--- config.mk ---
export PLATFORM = sky130hd
export DESIGN_NAME = rv32_mem_arbiter
export DESIGN_NICKNAME = d
export VERILOG_FILES = /design/src/rtl/rv32_mem_arbiter_pkg.sv /design/src/rtl/rv32_mem_arb_sel.sv /design/src/rtl/rv32_mem_arbiter.sv
export SDC_FILE = /design/constraint.sdc
export NUM_CORES = 1
export LEC_CHECK = 0
export BUFFER_PORTS_ARGS = -buffer_cell sky130_fd_sc_hd__buf_2
export CORE_ASPECT_RATIO = 1.1
export CORE_MARGIN = 2
export CORE_UTILIZATION = 40
export CTS_CLUSTER_DIAMETER = 50
export DETAILED_ROUTE_END_ITERATION = 10
export GPL_TIMING_DRIVEN = 0
export HOLD_SLACK_MARGIN = 0.05
export PLACE_DENSITY = 0.75
export SLEW_MARGIN = 20
export SYNTH_ARGS = -nofsm -noshare
export SYNTH_HDL_FRONTEND = slang
export SYNTH_SLANG_ARGS = --single-unit
--- constraint.sdc ---
create_clock -name clk -period 4.4 [get_ports clk]
set_clock_uncertainty 0.15 [all_clocks]
set_input_delay 0.22 -clock clk [delete_from_list [all_inputs] [get_ports clk]]
set_output_delay 0.22 -clock clk [all_outputs]
set_load 0.01 [all_outputs]
--- src/rtl/rv32_mem_arbiter_pkg.sv ---
// Shared types for the RV32 instruction/data memory arbiter.
// FSM state and bus-owner encodings.
package rv32_mem_arbiter_pkg;

  typedef enum logic [1:0] {
    ST_IDLE  = 2'b00,
    ST_CMD   = 2'b01,
    ST_RDATA = 2'b10
  } arb_state_e;

  typedef enum logic [1:0] {
    OWN_NONE = 2'b00,
    OWN_I    = 2'b01,
    OWN_D    = 2'b10
  } arb_owner_e;

  localparam logic [3:0] BE_ALL = 4'hf;

endpackage

--- src/rtl/rv32_mem_arb_sel.sv ---
// Grant select between fetch and data masters.
// Data has priority; a saturating counter forces a fetch grant.
module rv32_mem_arb_sel #(
  parameter int STARVE_LIMIT = 4,
  parameter int CNT_WIDTH    = 3
) (
  input  logic                 clk,
  input  logic                 reset_n,
  input  logic                 i_arb,
  input  logic                 i_ireq,
  input  logic                 i_dreq,
  output logic                 o_gnt_i,
  output logic                 o_gnt_d,
  output logic [CNT_WIDTH-1:0] o_cnt
);

  localparam logic [CNT_WIDTH-1:0] LIM =
    CNT_WIDTH'(STARVE_LIMIT);

  logic [CNT_WIDTH-1:0] r_cnt;
  logic                 w_force;

  assign w_force = (STARVE_LIMIT != 0) &&
                   i_ireq && (r_cnt == LIM);

  assign o_gnt_i = i_arb & i_ireq & (~i_dreq | w_force);
  assign o_gnt_d = i_arb & i_dreq & ~w_force;
  assign o_cnt   = r_cnt;

  always_ff @(posedge clk or negedge reset_n) begin
    if (!reset_n) begin
      r_cnt <= '0;
    end else if (o_gnt_i) begin
      r_cnt <= '0;
    end else if (o_gnt_d && i_ireq && r_cnt != LIM) begin
      r_cnt <= r_cnt + CNT_WIDTH'(1);
    end
  end

endmodule

--- src/rtl/rv32_mem_arbiter.sv ---
// Shares one Avalon-MM pipelined port between fetch and data masters.
// One transaction outstanding; waitrequest-style core-facing slaves.
module rv32_mem_arbiter
  import rv32_mem_arbiter_pkg::*;
#(
  parameter int STARVE_LIMIT = 4,
  parameter int CNT_WIDTH    = 3
) (
  input  logic        clk,
  input  logic        reset_n,
  input  logic [31:0] iaddress,
  input  logic        iread,
  output logic [31:0] ireaddata,
  output logic        iwaitrequest,
  input  logic [31:0] daddress,
  input  logic        dread,
  input  logic        dwrite,
  input  logic [31:0] dwritedata,
  input  logic [3:0]  dbyteenable,
  output logic [31:0] dreaddata,
  output logic        dwaitrequest,
  output logic [31:0] m_address,
  output logic        m_read,
  output logic        m_write,
  output logic [31:0] m_writedata,
  output logic [3:0]  m_byteenable,
  input  logic [31:0] m_readdata,
  input  logic        m_readdatavalid,
  input  logic        m_waitrequest,
  output logic [1:0]  bus_owner
);

  arb_state_e r_state;
  arb_owner_e r_owner;
  logic [31:0] r_addr;
  logic [31:0] r_wdata;
  logic [3:0]  r_be;
  logic        r_read;
  logic        r_write;

  logic w_dreq, w_gnt_i, w_gnt_d;
  logic w_acc, w_wr_done, w_rd_done;
  logic w_i_cmp, w_d_cmp;
  logic [CNT_WIDTH-1:0] w_cnt;

  assign w_dreq = dread | dwrite;

  rv32_mem_arb_sel #(
    .STARVE_LIMIT(STARVE_LIMIT),
    .CNT_WIDTH   (CNT_WIDTH)
  ) u_sel (
    .clk    (clk),
    .reset_n(reset_n),
    .i_arb  (r_state == ST_IDLE),
    .i_ireq (iread),
    .i_dreq (w_dreq),
    .o_gnt_i(w_gnt_i),
    .o_gnt_d(w_gnt_d),
    .o_cnt  (w_cnt)
  );

  assign w_acc     = (r_state == ST_CMD) & ~m_waitrequest;
  assign w_wr_done = w_acc & r_write;
  assign w_rd_done = m_readdatavalid &
                     ((r_state == ST_RDATA) | (w_acc & r_read));

  // A read only completes if its owner still wants that address.
  assign w_i_cmp = w_rd_done & (r_owner == OWN_I) &
                   iread & (iaddress == r_addr);
  assign w_d_cmp = (w_wr_done & (r_owner == OWN_D)) |
                   (w_rd_done & (r_owner == OWN_D) &
                    dread & ~dwrite & (daddress == r_addr));

  assign iwaitrequest = iread & ~w_i_cmp;
  assign dwaitrequest = w_dreq & ~w_d_cmp;
  assign ireaddata    = m_readdata;
  assign dreaddata    = m_readdata;

  assign m_address    = r_addr;
  assign m_read       = r_read;
  assign m_write      = r_write;
  assign m_writedata  = r_wdata;
  assign m_byteenable = r_be;
  assign bus_owner    = r_owner;

  always_ff @(posedge clk or negedge reset_n) begin
    if (!reset_n) begin
      r_state <= ST_IDLE;
      r_owner <= OWN_NONE;
      r_addr  <= '0;
      r_wdata <= '0;
      r_be    <= '0;
      r_read  <= 1'b0;
      r_write <= 1'b0;
    end else begin
      unique case (r_state)
        ST_IDLE: begin
          if (w_gnt_d) begin
            r_owner <= OWN_D;
            r_addr  <= daddress;
            r_state <= ST_CMD;
            if (dwrite) begin
              r_write <= 1'b1;
              r_wdata <= dwritedata;
              r_be    <= dbyteenable;
            end else begin
              r_read  <= 1'b1;
              r_wdata <= '0;
              r_be    <= BE_ALL;
            end
          end else if (w_gnt_i) begin
            r_owner <= OWN_I;
            r_addr  <= iaddress;
            r_read  <= 1'b1;
            r_wdata <= '0;
            r_be    <= BE_ALL;
            r_state <= ST_CMD;
          end
        end
        ST_CMD: begin
          if (!m_waitrequest) begin
            r_read  <= 1'b0;
            r_write <= 1'b0;
            if (r_write || m_readdatavalid) begin
              r_state <= ST_IDLE;
              r_owner <= OWN_NONE;
            end else begin
              r_state <= ST_RDATA;
            end
          end
        end
        ST_RDATA: begin
          if (m_readdatavalid) begin
            r_state <= ST_IDLE;
            r_owner <= OWN_NONE;
          end
        end
        default: begin
          r_state <= ST_IDLE;
          r_owner <= OWN_NONE;
        end
      endcase
    end
  end

endmodule

# == Yosys cells after proc, flatten, opt, wreduce, memory -nomap -nowiden ==
# Index checks and enable logic that the tools add are counted.
# Widths: inputs -> output; s select.
# word_totals
regBits,77
input_bits,139
output_inout_bits,138
elab_cells,93
# classes
n_addsub,1
eq_ne,15
muxes,28
bitwise,28
n_reduce_logical,13
# op_table
operator,n
$mux 32,5
$eq 32x32->1,2
$and 1x1->1,18
$mux 2,8
$mux 4,3
$pmux 2 s3,2
$reduce_and 4->1,3
$ne 3x3->1 const B,3
$ne 2x2->1 const B,4
$mux 1,6
$mux 3,2
$not 1->1,6
$reduce_bool 2->1,3
$eq 2x1->1 const B,2
$eq 2x2->1 const B,2
$or 1x1->1,4
$pmux 1 s2,2
$add 3x1->3 const B,1
$eq 3x3->1 const B,1
$logic_and 1x1->1,3
$reduce_and 3->1,1
$logic_not 2->1,1
$ne 2x1->1 const B,1
$reduce_and 2->1,1
$logic_or 1x1->1,1

# == Logic depth before layout (Yosys ltp) ==
# depth
depth_word,12
ltp_mapped,9
depth_no_buf,7

# == Cells and area by module ==
# A second synthesis with hierarchy kept.
# unflattened
cells_unflattened,510
area_unflattened_um2,4613.2
# modules_own_cells
module,n_inst,cells_each,area_per_inst_um2,seq_area_each_um2
rv32_mem_arbiter,1,488,4423.0,1851.8
rv32_mem_arb_sel,1,22,190.2,75.1

# == Worst setup path before layout ==
# OpenSTA, ideal clock, no wires.
# synth_path
kind,reg2out
startpoint,register r_addr[22] (netlist: m_address[22])
endpoint,output port dwaitrequest
arrival_ns,1.355
path_slack_ns,2.675
stages_incl_launch_ff,6
path_cell_list,dfrtp_1 xor2_1 nor4_1 nand4_1 nor4_1 a21oi_1
# synth_via
elab_chain_cells,5
# synth_lines
item,line_no,text
start: declaration,rv32_mem_arbiter.sv:35,logic [31:0] r_addr;
start signal: assignment,rv32_mem_arbiter.sv:100,r_addr <= daddress;
start signal: assignment,rv32_mem_arbiter.sv:113,r_addr <= iaddress;
$eq 32x32->1,rv32_mem_arbiter.sv:72,dread & ~dwrite & (daddress == r_addr));
$and 1x1->1,rv32_mem_arbiter.sv:72,
$or 1x1->1,rv32_mem_arbiter.sv:70,assign w_d_cmp = (w_wr_done & (r_owner == OWN_D)) |
$not 1->1,rv32_mem_arbiter.sv:75,assign dwaitrequest = w_dreq & ~w_d_cmp;
$and 1x1->1,rv32_mem_arbiter.sv:75,
end: declaration,rv32_mem_arbiter.sv:21,"output logic dwaitrequest,"
# Every way passes these cells.

# == Worst setup path in the final report ==
# layout_path
startpoint,input port iaddress[26]
endpoint,output port iwaitrequest
# layout_via
elab_chain_cells,4
# layout_lines
item,line_no,text
start: declaration,rv32_mem_arbiter.sv:11,"input logic [31:0] iaddress,"
$eq 32x32->1,rv32_mem_arbiter.sv:69,iread & (iaddress == r_addr);
$and 1x1->1,rv32_mem_arbiter.sv:69,
$not 1->1,rv32_mem_arbiter.sv:74,assign iwaitrequest = iread & ~w_i_cmp;
$and 1x1->1,rv32_mem_arbiter.sv:74,
end: declaration,rv32_mem_arbiter.sv:14,"output logic iwaitrequest,"
# Every way passes these cells.

==> flow_metrics.env <==
export IMPL_syn_to_final_growth_pct=63.2
export IMPL_drt_iter0_drc=261
export IMPL_fin_ws_ps=1730
export IMPL_cts_clk_slew_worst_paths_ps=60
export IMPL_synthTopCellsByArea="dfrtp_1, buf_4, xor2_1, a22o_1, nand2_1"
export IMPL_cts_tree="done"
export IMPL_grt_ovfl_total=0
export IMPL_synth_mux_area_share_pct=0
export IMPL_initial_core_util_pct=40.7
export IMPL_postCtsHoldBufs=102
export IMPL_viasPerCell=5.02
export IMPL_p_per_area_nw_per_um2=579
export IMPL_clockBufferDepth=2
export IMPL_grt_usage_pct=27.7
export IMPL_syn_avg_cell_area_um2=9.48
export IMPL_finalCritPeriodShare_pct=60.7
export IMPL_drcViolationCount=0
export IMPL_whs_path_depth=3
export IMPL_ir_drop_mv=0.336
export IMPL_grt_setup_unrepaired="false"
export IMPL_r2r_start="u_sel.o_cnt[0]$_DFFE_PN0P_"
export IMPL_status="completed"
export IMPL_critPathMaxFanout=2
export IMPL_synthSimpleGateAreaFrac_pct=15.2
export IMPL_grt_pass1_wl_um=25800
export IMPL_worst_ep_required_time_ps=4030
export IMPL_die_area_um2=11900
export IMPL_total_power_mw=4.16
export IMPL_p_switching_mw=1.62
export IMPL_die_height_um=114
export IMPL_first_pass_iters=5
export IMPL_reg2reg_to="m_address[16]$_DFFE_PN0P_"
export IMPL_internal_power_mw=2.54
export IMPL_post_cts_resized=0
export IMPL_critPathLaunchType="input pin"
export IMPL_portBuffers=244
export IMPL_drive_above_1_share_pct=41.8
export IMPL_clock_root_buffer="clkbuf_16"
export IMPL_htree_levels=3
export IMPL_worst_slew_pin_slew_ps=576
export IMPL_synth_area_um2=4400
export IMPL_synth_compound_area_share_pct=13.9
export IMPL_critical_path_class="in2out"
export IMPL_fin_util_pct=66.4
export IMPL_worstSkewPairLatency_ps=330
export IMPL_synth_xor_area_share_pct=12.7
export IMPL_layout_common_cells="buf_2, dlygate4sd3_1, dfrtp_1"
export IMPL_grt_pass1_vias=5018
export IMPL_slew_headroom_pct=61.6
export IMPL_hold_viol=0
export IMPL_syn_nets=605
export IMPL_max_freq_ghz=0.374
export IMPL_maxCapViolCount=0
export IMPL_cts_sinks=77
export IMPL_hold_path_startpoint="m_waitrequest"
export IMPL_mostFrequentLayoutCell="buf_2"
export IMPL_synth_cells=464
export IMPL_boundaryPins=277
export IMPL_seqPwrFrac_pct=32.8
export IMPL_cts_setup_buffers=0
export IMPL_drv_slew=0
export IMPL_num_vias=4889
export IMPL_rrSetupSlack_ps=1790
export IMPL_hold_path_end="m_read$_DFFE_PN0P_"
export IMPL_antenna_found_initial=0
export IMPL_endpoint_kind="output port"
export IMPL_finalWirelength_um=16600
export IMPL_reg2reg_depth=9
export IMPL_rows=40
export IMPL_yosysSeqAreaShare_pct=43.8
export IMPL_gp_congestion=0.878
export IMPL_combPwrFrac_pct=47.7
export IMPL_yosysTopAreaCell="dfrtp_1"
export IMPL_synth_top_area_share_pct=43.8
export IMPL_timing_setup_tns_ps=0
export IMPL_leakage_nw=3.64
export IMPL_critPathArrivalTime_ps=2300
export IMPL_ys_seq_elements=77
export IMPL_synth_top_family_by_area="simple AND/OR/NAND/NOR gates"
export IMPL_drtAntennaViolNets=0
export IMPL_synth_cell_type_count=35
export IMPL_dp_hpwl_um=11300
export IMPL_grt_max_degree=45
export IMPL_clkPwrFrac_pct=19.5
export IMPL_core_um2=10800
export IMPL_swShare_pct=38.9
export IMPL_die_x_um=104
export IMPL_nNetsFinal=963
export IMPL_post_place_ws_ps=2190
export IMPL_ys_warn_count=0
export IMPL_wl_per_cell_um=17.1
export IMPL_synth_fa_ha_area_share_pct=0.569
export IMPL_cts_made_buffers=9
export IMPL_n_antenna_cell=0
export IMPL_setup_violations=0
export IMPL_period_minus_slack_ps=2670
export IMPL_hold_path_class="in2reg"
per-layer routing:
metal  share of wire, %  GRT usage, %
met4                4.2          14.5
met5                  0             0
met2                 50          48.8
met3                7.7          6.63
met1                 38          31.3
Yosys cell counts (all sizes together):
cell type	instances
and2b	1
a22o	32
a21boi	1
nor3b	2
nor2b	1
and3b	1
nor3	5
nand3	5
nor4b	1
a21o	1
xor2	46
clkbuf	4
ha	2
nand2	67
o21ai	8
nor2	38
o22ai	1
and3	1
nand2b	1
dfrtp	77
xnor2	18
inv	5
buf	82
o22a	5
a41o	1
nand4	7
a21oi	3
a31oi	32
and2	1
nor4	15
registers in the layout (all words and copies together) (netlist names):
register      count
m_address        32
m_writedata      32
m_byteenable      4
u_sel.o_cnt       3
bus_owner         2
r_state           2
m_read            1
m_write           1
critical path, stage by stage:
cell,delay [ps]
dlygate4sd3_1,530
buf_2,130
xor2_1,160
nor4_1,440
nand4_1,160
nor4_1,330
a21boi_1,150
buf_2,170
power by group through the flow:
stage                     clock network [mW]  logic [mW]  registers (mW)
after floorplan                            0       0.814            1.47
after global placement                     0        1.62            1.33
after detailed placement                   0        1.65            1.36
after CTS                              0.823        1.94            1.35
after global routing                   0.849        2.14            1.41
final                                  0.810        1.98            1.36
worst max path at each step:
stage               depth (start not counted)            to                 startpoint
finish                                      8  iwaitrequest               iaddress[26]
global route                                8  iwaitrequest               iaddress[18]
CTS                                         8  iwaitrequest               iaddress[21]
detailed placement                          6  iwaitrequest  m_address[21]$_DFFE_PN0P_
global placement                            6  iwaitrequest  m_address[21]$_DFFE_PN0P_
floorplan                                   5  dwaitrequest  m_address[22]$_DFFE_PN0P_
cell type report:
type	count	area, um^2
Multi-Input combinational cell	296	1860
Sequential cell	77	1930
Tap cell	147	184
Buffer	86	591
Fill cell	841	3630
Timing Repair Buffer	347	2270
Clock buffer	10	239
Clock inverter	6	86.3
Inverter	5	18.8
per-stage QoR:
stage / cell area, um^2 / hold WS (ps) / instances
after floorplan: 4400 / -226 / 464
after global placement: 5810 / 256 / 855
after detailed placement: 5840 / 62.9 / 856
after CTS: 7180 / 62.9 / 974
after global routing: 7180 / 121 / 974
final: 7180 / 71.4 / 974
cells by family after synthesis:
group           Yosys count
compound gates           84
xor+xnor                 64
fa+ha+maj                 2
buf+inv                  91
flops                    77
simple gates            146
Power figures use the tool's default switching activity.
